===== src/rtl/pulse_train_gen.sv =====
// Turns single-cycle request ticks into level pulses with captured high time and a guaranteed low gap.
// Latency 1 from an idle tick to signal_out high. Ticks during a pulse are queued in a saturating counter; overflow is sticky.
module pulse_train_gen #(
  parameter int LEN_W  = 8,
  parameter int PEND_W = 3
) (
  input  logic              clk,
  input  logic              reset,
  input  logic              trigger_tick,
  input  logic [LEN_W-1:0]  high_len,
  input  logic [LEN_W-1:0]  low_len,
  output logic              signal_out,
  output logic              busy,
  output logic [PEND_W-1:0] pending,
  output logic              overflow
);

  localparam logic [1:0] ST_IDLE = 2'd0;
  localparam logic [1:0] ST_HIGH = 2'd1;
  localparam logic [1:0] ST_GAP  = 2'd2;

  localparam logic [PEND_W-1:0] PEND_MAX = '1;
  localparam logic [LEN_W-1:0]  LEN_ONE  = LEN_W'(1);

  logic [1:0]       state;
  logic [LEN_W-1:0] hi_cnt;
  logic [LEN_W-1:0] lo_cnt;
  logic [LEN_W-1:0] lo_lat;
  logic [LEN_W-1:0] high_eff;
  logic [LEN_W-1:0] low_eff;
  logic             have_pend;
  logic             gap_done;
  logic             start;
  logic             consume;
  logic             queue_tick;

  always_comb begin
    high_eff   = (high_len == '0) ? LEN_ONE : high_len;
    low_eff    = (low_len  == '0) ? LEN_ONE : low_len;
    have_pend  = (pending != '0);
    gap_done   = (state == ST_GAP) && (lo_cnt == LEN_ONE);
    // An idle tick starts a pulse directly; a queued request can start one from IDLE or at GAP exit.
    start      = ((state == ST_IDLE) && (trigger_tick || have_pend)) || (gap_done && have_pend);
    consume    = start && have_pend;
    queue_tick = trigger_tick && ((state != ST_IDLE) || have_pend);
  end

  always_ff @(posedge clk) begin
    if (reset) begin
      state      <= ST_IDLE;
      signal_out <= 1'b0;
      busy       <= 1'b0;
      hi_cnt     <= '0;
      lo_cnt     <= '0;
      lo_lat     <= '0;
    end else begin
      case (state)
        ST_IDLE: begin
          if (start) begin
            state      <= ST_HIGH;
            signal_out <= 1'b1;
            busy       <= 1'b1;
            hi_cnt     <= high_eff;
            lo_lat     <= low_eff;
          end
        end
        ST_HIGH: begin
          if (hi_cnt == LEN_ONE) begin
            state      <= ST_GAP;
            signal_out <= 1'b0;
            lo_cnt     <= lo_lat;
          end else begin
            hi_cnt <= hi_cnt - LEN_ONE;
          end
        end
        ST_GAP: begin
          if (gap_done) begin
            if (start) begin
              state      <= ST_HIGH;
              signal_out <= 1'b1;
              hi_cnt     <= high_eff;
              lo_lat     <= low_eff;
            end else begin
              state <= ST_IDLE;
              busy  <= 1'b0;
            end
          end else begin
            lo_cnt <= lo_cnt - LEN_ONE;
          end
        end
        default: begin
          state      <= ST_IDLE;
          signal_out <= 1'b0;
          busy       <= 1'b0;
        end
      endcase
    end
  end

  always_ff @(posedge clk) begin
    if (reset) begin
      pending  <= '0;
      overflow <= 1'b0;
    end else begin
      case ({queue_tick, consume})
        2'b10: begin
          if (pending == PEND_MAX) overflow <= 1'b1;
          else                     pending  <= pending + PEND_W'(1);
        end
        2'b01:   pending <= pending - PEND_W'(1);
        default: pending <= pending;
      endcase
    end
  end

endmodule


===== config.mk =====
export PLATFORM = sky130hd
export DESIGN_NAME = pulse_train_gen
export DESIGN_NICKNAME = d
export VERILOG_FILES = /design/src/rtl/pulse_train_gen.sv
export SDC_FILE = /design/constraint.sdc
export NUM_CORES = 1
export LEC_CHECK = 0
export ABC_CLOCK_PERIOD_IN_PS = 8300
export CAP_MARGIN = 30
export CORE_UTILIZATION = 50
export CTS_CLUSTER_DIAMETER = 30
export DETAILED_ROUTE_END_ITERATION = 8
export GPL_ROUTABILITY_DRIVEN = 0
export GPL_TIMING_DRIVEN = 0
export PLACE_DENSITY = 0.8
export SLEW_MARGIN = 20
export SYNTH_ARGS = -nofsm -noshare
export SYNTH_HDL_FRONTEND = slang
export SYNTH_SLANG_ARGS = --single-unit
export TNS_END_PERCENT = 30

===== constraint.sdc =====
create_clock -name clk -period 8.3 [get_ports clk]
set_input_delay 2.49 -clock clk [delete_from_list [all_inputs] [get_ports clk]]
set_output_delay 2.49 -clock clk [all_outputs]
set_load 0.05 [all_outputs]

==> impl_metrics.json, run 1 <==
{
  "holdWs_ps": 487,
  "fp.dieH_um": 62.1,
  "ff2ff_path_depth": 10,
  "synth.most_common_cell": "dfxtp_1",
  "finalSetupViolCount": 0,
  "antenna_found_initial": 0,
  "synth_area_leaders": "dfxtp_1 (36%), a21oi_1 (8.0%), nor2_1 (5.4%)",
  "synthDistinctLibCells": 47,
  "clk_pin_slew_ps": 110,
  "final_cells": 304,
  "p_leak_nw": 0.829,
  "num_rows": 21,
  "yosys_most_used_dff": "dfxtp_1",
  "skew_ps": 8.14,
  "period_minus_slack_ps": 4600,
  "num_vias": 1738,
  "seq_area_frac_synth": 0.355,
  "ioPinCount": 25,
  "path_class": "in -> reg",
  "required_ps": 8580,
  "hpwl_um": 3040,
  "cts_tree": "done",
  "clk_latency_ps": 350,
  "holdCritPathClass": "reg -> reg",
  "max_slew_margin": 0.572,
  "cts_setup_buffers": 0,
  "yosys-top-cells-count": "dfxtp_1 (32), a21oi_1 (29), nor2_1 (26)",
  "placed_cells": 296,
  "status": "finished clean",
  "synth.largest_area_cell": "dfxtp_1",
  "rsz0062_at_grt": "false",
  "async_flop_share": 0,
  "fmax_mhz": 217,
  "grt_max_degree": 11,
  "syn-cell-area_um2": 1800,
  "drc": 0,
  "placedInstanceArea_um2": 2100,
  "cp_max_fo": 5,
  "track_usage": 0.241,
  "end_kind": "flop",
  "synth_cells": 226,
  "cts.repair.resized": 0,
  "nets": 281,
  "cts_root_buffer": "clkbuf_4",
  "avgSynthCellArea_um2": 7.98,
  "powerDensity_nw_per_um2": 358,
  "synth_seq_cells": 32,
  "initial_core_util": 0.532,
  "fin_ws_ps": 3700,
  "wl_per_cell_um": 13.9,
  "portBuffers": 24,
  "antennaDiodeCount": 0,
  "grt_pass1_wl_um": 6670,
  "tightest_slew_ps": 635,
  "synth_edf_count": 0,
  "dr.pass1.iters": 4,
  "die_area_um2": 3850,
  "drtIter0Drc": 113,
  "numCtsBuffers": 5,
  "synth_nets": 250,
  "final_core_util": 0.643,
  "numClockSinks": 32,
  "arrival_ps": 4880,
  "core-area_um2": 3390,
  "drtAntennaViolNets": 0,
  "cts-hold-fix-buffers": 0,
  "synth_top_area_frac": 0.355,
  "crit_path_start_kind": "primary input",
  "power_mw": 0.780,
  "vias_per_cell": 5.72,
  "wirelength_um": 4220,
  "hold_viol": 0,
  "fin_setup_tns_ps": 0,
  "grt_pass1_vias": 1450,
  "place_ws_ps": 3400,
  "drive_gt1_frac": 0.0853,
  "drv_cap": 0,
  "post-route-period-util": 0.554,
  "clockBufferDepth": 2,
  "finalMaxSlewViolations": 0,
  "area_growth_pct": 20.7,
  "synth_warnings": 0,
  "die_w_um": 62.1,
  "design_area_um2": 2180,
  "min_path_cells": 2,
  "irDropWorstVdd_mv": 0.198,
  "htreeDepth": 2,
  "grt-ovfl-total": 0
}
-- per-layer routing --
metal	share of wire	vias to the layer above	global-route usage
li1	-	889	-
met1	0.51	788	0.346
met2	0.42	56	0.333
met3	0.056	5	0.0600
met4	0.013	0	0.121
met5	0	-	0
-- logic make-up (layout without fill, tap and decap cells) --
logic type | Yosys count | after routing | share of synthesized area
DFF | 32 | 32 | 0.355
muxes | 9 | 9 | 0.0499
AOI/OAI and AO/OA | 65 | 65 | 0.221
and+or+nand+nor | 94 | 94 | 0.286
buffers and inverters | 21 | 53 | 0.0485
adders and majority gates | 5 | 5 | 0.0388
-- final cells by class --
cell class / instances / area [um^2]
Timing Repair Buffer: 24 / 240
Sequential cell: 32 / 641
Buffer: 11 / 50.0
Inverter: 10 / 37.5
Clock inverter: 2 / 35.0
Fill cell: 306 / 1210
Multi-Input combinational cell: 173 / 1080
Tap cell: 46 / 57.6
Clock buffer: 6 / 41.3
-- cells in the final DEF (no fill, tap or decap), types with 3 or more instances in the layout --
cell | Yosys | layout
a21oi_1 | 29 | 29
ha_1 | 4 | 4
nor2_1 | 26 | 26
nor4_1 | 5 | 5
nand2_1 | 13 | 13
nand2b_1 | 5 | 5
or2_2 | 4 | 4
a21o_1 | 3 | 3
o21ai_0 | 15 | 15
o32ai_1 | 3 | 3
inv_1 | 10 | 10
nor3b_1 | 4 | 4
and3_1 | 3 | 3
clkdlybuf4s50_1 | 0 | 24
clkbuf_1 | 9 | 10
clkbuf_4 | 0 | 5
mux2i_1 | 9 | 9
nor3_1 | 13 | 13
or4_1 | 3 | 3
or3_1 | 4 | 4
dfxtp_1 | 32 | 32
-- worst max-delay path, stage by stage --
cell	delay [ps]
clkdlybuf4s50_1	470
nor2_1	140
and3_1	250
inv_1	80
fa_1	390
nand2b_1	160
or4_2	560
and3b_1	190
nor3_1	160
-- power by group --
part | internal (mW) | switching, mW
clock network | 0.0631 | 0.0576
registers | 0.201 | 0.0454
logic | 0.171 | 0.242
total | 0.435 | 0.345
-- final timing paths --
kind,start,slack [ps],end
worst min-delay path,signal_out$_SDFFE_PP0P_,490,signal_out$_SDFFE_PP0P_
worst max-delay path,trigger_tick,3700,pending[2]$_SDFFE_PP0P_
worst max register to register,lo_cnt[0]$_SDFFE_PP0P_,4910,pending[2]$_SDFFE_PP0P_
worst min register to register,signal_out$_SDFFE_PP0P_,490,signal_out$_SDFFE_PP0P_
-- registers in the layout, summed over array words and instances (netlist names) --
register	count
hi_cnt	8
overflow	1
signal_out	1
busy	1
pending	3
lo_cnt	8
state	2
lo_lat	8
No activity file was read; power rests on OpenSTA's default activity.
==> inputs of run 2 (changes only) <==
ABC_CLOCK_PERIOD_IN_PS = 4200   (was 8300)
CORE_UTILIZATION = 49   (was 50)
PLACE_DENSITY = 0.82   (was 0.8)
clock period = 4.2 ns   (was 8.3 ns; I/O delays follow)
==> impl_metrics.json, run 2 (synthesized netlist as in run 1, its figures left out) <==
{
  "num_rows": 21,
  "crit_path_start": "trigger_tick",
  "placed_cells": 296,
  "clockBufferDepth": 2,
  "drtIter0Drc": 151,
  "p_switching_mw": 0.685,
  "rsz0062_at_grt": "false",
  "crit_path_start_kind": "primary input",
  "min_path_cells": 2,
  "cts-hold-fix-buffers": 0,
  "clk_pin_slew_ps": 70,
  "grt_pass1_vias": 1531,
  "clockPowerShare": 0.198,
  "area_growth_pct": 23.5,
  "numCtsBuffers": 5,
  "die_w_um": 62.7,
  "dr.pass1.iters": 5,
  "reg2reg_from": "lo_cnt[0]$_SDFFE_PP0P_",
  "switching_share": 0.420,
  "final_cells": 304,
  "cts.repair.resized": 0,
  "p_leak_nw": 0.851,
  "arrival_ps": 3630,
  "drive_gt1_frac": 0.0891,
  "htreeDepth": 2,
  "tightest_slew_ps": 656,
  "clk_latency_ps": 290,
  "final_common_cell": "dfxtp_1",
  "max_slew_margin": 0.562,
  "fp.dieH_um": 62.7,
  "fmax_mhz": 293,
  "vias_per_cell": 5.88,
  "drc": 0,
  "finalMaxSlewViolations": 0,
  "drv_cap": 0,
  "fin_setup_tns_ps": 0,
  "grt_pass1_wl_um": 7240,
  "cts_setup_buffers": 0,
  "cp_max_fo": 5,
  "reg_top3": "hi_cnt (8), lo_cnt (8), lo_lat (8)",
  "final_cell_mix": "dfxtp_1 (32), a21oi_1 (29), nor2_1 (26)",
  "fillers": 293,
  "internal_power_mw": 0.944,
  "cts_tree": "done",
  "finalSetupViolCount": 0,
  "nets": 281,
  "wirelength_um": 4320,
  "drtAntennaViolNets": 0,
  "antennaDiodeCount": 0,
  "antenna_found_initial": 0,
  "min_from": "signal_out$_SDFFE_PP0P_",
  "hold_viol": 0,
  "end_kind": "flop",
  "hpwl_um": 3010,
  "initial_core_util": 0.524,
  "p_seq_frac": 0.300,
  "grt_max_degree": 11,
  "skew_ps": 8.44,
  "comb_power_share": 0.501,
  "track_usage": 0.234,
  "grt-ovfl-total": 0,
  "core-area_um2": 3440,
  "wl_per_cell_um": 14.2,
  "status": "finished clean",
  "numClockSinks": 32,
  "num_vias": 1788,
  "post-route-period-util": 0.813,
  "ioPinCount": 25,
  "path_class": "in -> reg",
  "portBuffers": 24,
  "cts_root_buffer": "clkbuf_8",
  "die_area_um2": 3930,
  "ff2ff_path_depth": 10,
  "powerDensity_nw_per_um2": 731,
  "irDropWorstVdd_mv": 0.396,
  "required_ps": 4410,
  "holdCritPathClass": "reg -> reg",
  "period_minus_slack_ps": 3420
}
run 2: cell count changes in the layout (fill, tap and decap cells not counted):
cell      change
clkbuf_1      -1
clkbuf_8      +7
clkbuf_4      -5
clkinv_2      -1
run 2: per-layer routing:
layer | track usage | part of all wire | vias to the layer above
met4 | 0.0872 | 0.014 | 0
met2 | 0.345 | 0.44 | 76
met1 | 0.330 | 0.48 | 822
met5 | 0 | 0 | -
met3 | 0.0529 | 0.073 | 6
li1 | - | - | 884
run 2: through the flow:
stage	instance area (um^2)	hold WS (ps)	setup slack, ps	util	total power [mW]
finish	2230	473	785	0.647	1.63
global route	2230	498	631	0.647	1.75
detailed placement	2100	463	509	0.611	1.29
CTS	2230	473	781	0.647	1.62
global placement	2100	462	527	0.611	1.28
floorplan	1800	446	1160	-	1.09
run 2: final cells by class:
class / instances / area, um^2 / share of cell area
buffer: 11 / 50.0 / 0.0225
multi-input combinational: 173 / 1080 / 0.483
tap: 46 / 57.6 / 0.0258
clock inverter: 1 / 30.0 / 0.0135
inverter: 10 / 37.5 / 0.0168
timing repair buffer: 24 / 240 / 0.108
sequential: 32 / 641 / 0.287
clock buffer: 7 / 96.3 / 0.0432
run 2: path summary, 6_finish.rpt:
check                                  to  slack (ps)
setup / recovery  pending[2]$_SDFFE_PP0P_         780
hold / removal    signal_out$_SDFFE_PP0P_         470
hold reg to reg   signal_out$_SDFFE_PP0P_         470
setup reg to reg  pending[2]$_SDFFE_PP0P_         920
run 2: power by group through the flow:
stage / clock [mW] / sequential [mW] / combinational [mW]
6_report: 0.323 / 0.489 / 0.817
3_5_place_dp: 0 / 0.492 / 0.802
4_1_cts: 0.329 / 0.486 / 0.809
2_1_floorplan: 0 / 0.544 / 0.548
3_3_place_gp: 0 / 0.490 / 0.786
5_1_grt: 0.348 / 0.504 / 0.897
run 2: critical path: stages:
cell and delay, ps:
clkdlybuf4s50_1 460, nor2_1 140, and3_1 250, inv_1 70, fa_1 390, nand2b_1 150, or4_2 550, and3b_1 190
nor3_1 150
==> inputs of run 3 (changes only) <==
ABC_CLOCK_PERIOD_IN_PS = 3400   (was 4200)
CORE_UTILIZATION = 50   (was 49)
PLACE_DENSITY = 0.8   (was 0.82)
clock period = 3.4 ns   (was 4.2 ns; I/O delays follow)
==> impl_metrics.json, run 3 (synthesized netlist as in run 1, its figures left out) <==
{
  "clk_pin_slew_ps": 110,
  "grt_pass1_wl_um": 6670,
  "numCtsBuffers": 5,
  "clk_latency_ps": 350,
  "cp_num_cells": 11,
  "ioPinCount": 25,
  "die_w_um": 62.1,
  "cts_root_buffer": "clkbuf_4",
  "final_cell_mix": "dfxtp_1 (31), a21oi_1 (29), nor2_1 (26)",
  "vias_per_cell": 5.77,
  "final_core_util": 0.643,
  "cp_max_fo": 5,
  "critPathBufInv": 2,
  "htreeDepth": 2,
  "skew_ps": 7.07,
  "arrival_ps": 3490,
  "grt_max_degree": 11,
  "drtAntennaViolNets": 0,
  "place_ws_ps": -29.7,
  "hold_viol": 0,
  "wirelength_um": 4210,
  "path_class": "reg -> reg",
  "r2r_slack_ps": 190,
  "ff2ff_path_depth": 11,
  "end_kind": "flop",
  "fmax_mhz": 312,
  "grt-ovfl-total": 0,
  "critPathCapture": "pending[2]$_SDFFE_PP0P_",
  "fp.dieH_um": 62.1,
  "drtIter0Drc": 85,
  "dr.pass1.iters": 4,
  "die_area_um2": 3850,
  "worstReg2RegEnd": "pending[2]$_SDFFE_PP0P_",
  "final_common_cell": "dfxtp_1",
  "p_leak_nw": 0.829,
  "numClockSinks": 32,
  "powerDensity_nw_per_um2": 874,
  "track_usage": 0.241,
  "fin_setup_tns_ps": 0,
  "post-route-period-util": 0.944,
  "num_rows": 21,
  "crit_path_start": "lo_cnt[1]$_SDFFE_PP0P_",
  "num_vias": 1755,
  "wl_per_cell_um": 13.9,
  "hpwl_um": 3040,
  "max_slew_margin": 0.580,
  "reg_top3": "hi_cnt (8), lo_cnt (8), lo_lat (8)",
  "portBuffers": 24,
  "reg2reg_from": "lo_cnt[1]$_SDFFE_PP0P_",
  "cp_cell_sequence": "inv_1 > ha_1 > or3b_2 > o21ai_1 > and3_1 > inv_1 > fa_1 > nand2b_1 > or4_2 > and3b_1 > nor3_1",
  "tightest_slew_ps": 624,
  "slowest_delay_ps": 560,
  "finalSetupViolCount": 0,
  "power_mw": 1.90,
  "drive_gt1_frac": 0.0891,
  "fillers": 305,
  "grt_pass1_vias": 1450,
  "antennaDiodeCount": 0,
  "core-area_um2": 3390,
  "rsz0062_at_grt": "false",
  "period_minus_slack_ps": 3210,
  "crit_slowest_cell": "or4_2",
  "min_path_cells": 2,
  "critPathTopFamily": "simple AND/OR/NAND/NOR gates",
  "required_ps": 3680,
  "drc": 0,
  "irDropWorstVdd_mv": 0.483,
  "cts_tree": "done",
  "cts-hold-fix-buffers": 0,
  "holdCritPathClass": "reg -> reg",
  "area_growth_pct": 20.8,
  "initial_core_util": 0.532,
  "timing.critical_path.mode_cell": "inv_1",
  "fin_ws_ps": 192,
  "clockBufferDepth": 2,
  "antenna_found_initial": 0,
  "nets": 281,
  "drv_cap": 0,
  "crit_path_start_kind": "flop",
  "holdWs_ps": 486,
  "finalMaxSlewViolations": 0,
  "status": "finished clean"
}
-- run 3: cell count changes in the layout (fill, tap and decap cells not counted) --
cell	delta
clkbuf_8	-7
clkbuf_4	+5
clkbuf_1	+1
clkinv_2	+1
dfxtp_1	-1
dfxtp_2	+1
o21ai_0	-1
o21ai_1	+1
-- run 3: cell type report --
class	count	area, um^2	share of cell area
Clock inverter	2	35.0	0.0161
Clock buffer	6	41.3	0.0189
Multi-Input combinational cell	173	1080	0.494
Inverter	10	37.5	0.0172
Sequential cell	32	642	0.294
Tap cell	46	57.6	0.0264
Timing Repair Buffer	24	240	0.110
Buffer	11	50.0	0.0230
-- run 3: routing by layer --
layer | vias to the layer above | track usage | share of wire
li1 | 887 | - | -
met1 | 795 | 0.346 | 0.51
met2 | 66 | 0.333 | 0.42
met3 | 7 | 0.0600 | 0.056
met4 | 0 | 0.121 | 0.015
met5 | - | 0 | 0
-- run 3: through the flow --
| stage | cell area [um^2] | std cells |
|---|---|---|
| floorplan | 1800 | 226 |
| global placement | 2100 | 296 |
| detailed placement | 2100 | 296 |
| CTS | 2180 | 304 |
| global route | 2180 | 304 |
| finish | 2180 | 304 |
-- run 3: where the power goes --
group / switching, mW / leakage (nW) / internal [mW]
Clock: 0.142 / 0.0422 / 0.154
Combinational: 0.589 / 0.524 / 0.417
Sequential: 0.110 / 0.263 / 0.492
-- run 3: worst min-delay path, cell delays in order, from the launching register on --
cell and delay [ps]:
dfxtp_1 320, inv_1 50, a221oi_1 70
-- run 3: how the worst min path moves through the flow --
stage / start / end / slack, ps
floorplan: hi_cnt[5]$_SDFFE_PP0P_ / hi_cnt[5]$_SDFFE_PP0P_ / 450
global placement: hi_cnt[5]$_SDFFE_PP0P_ / hi_cnt[5]$_SDFFE_PP0P_ / 460
detailed placement: hi_cnt[5]$_SDFFE_PP0P_ / hi_cnt[5]$_SDFFE_PP0P_ / 470
CTS: hi_cnt[5]$_SDFFE_PP0P_ / hi_cnt[5]$_SDFFE_PP0P_ / 490
global route: signal_out$_SDFFE_PP0P_ / signal_out$_SDFFE_PP0P_ / 510
finish: signal_out$_SDFFE_PP0P_ / signal_out$_SDFFE_PP0P_ / 490
-- run 3: timing repair --
action                                  4_1_cts  5_1_grt
endpoints found under the setup margin        0        1
buffers inserted                              0        0
resized for setup                             0        2
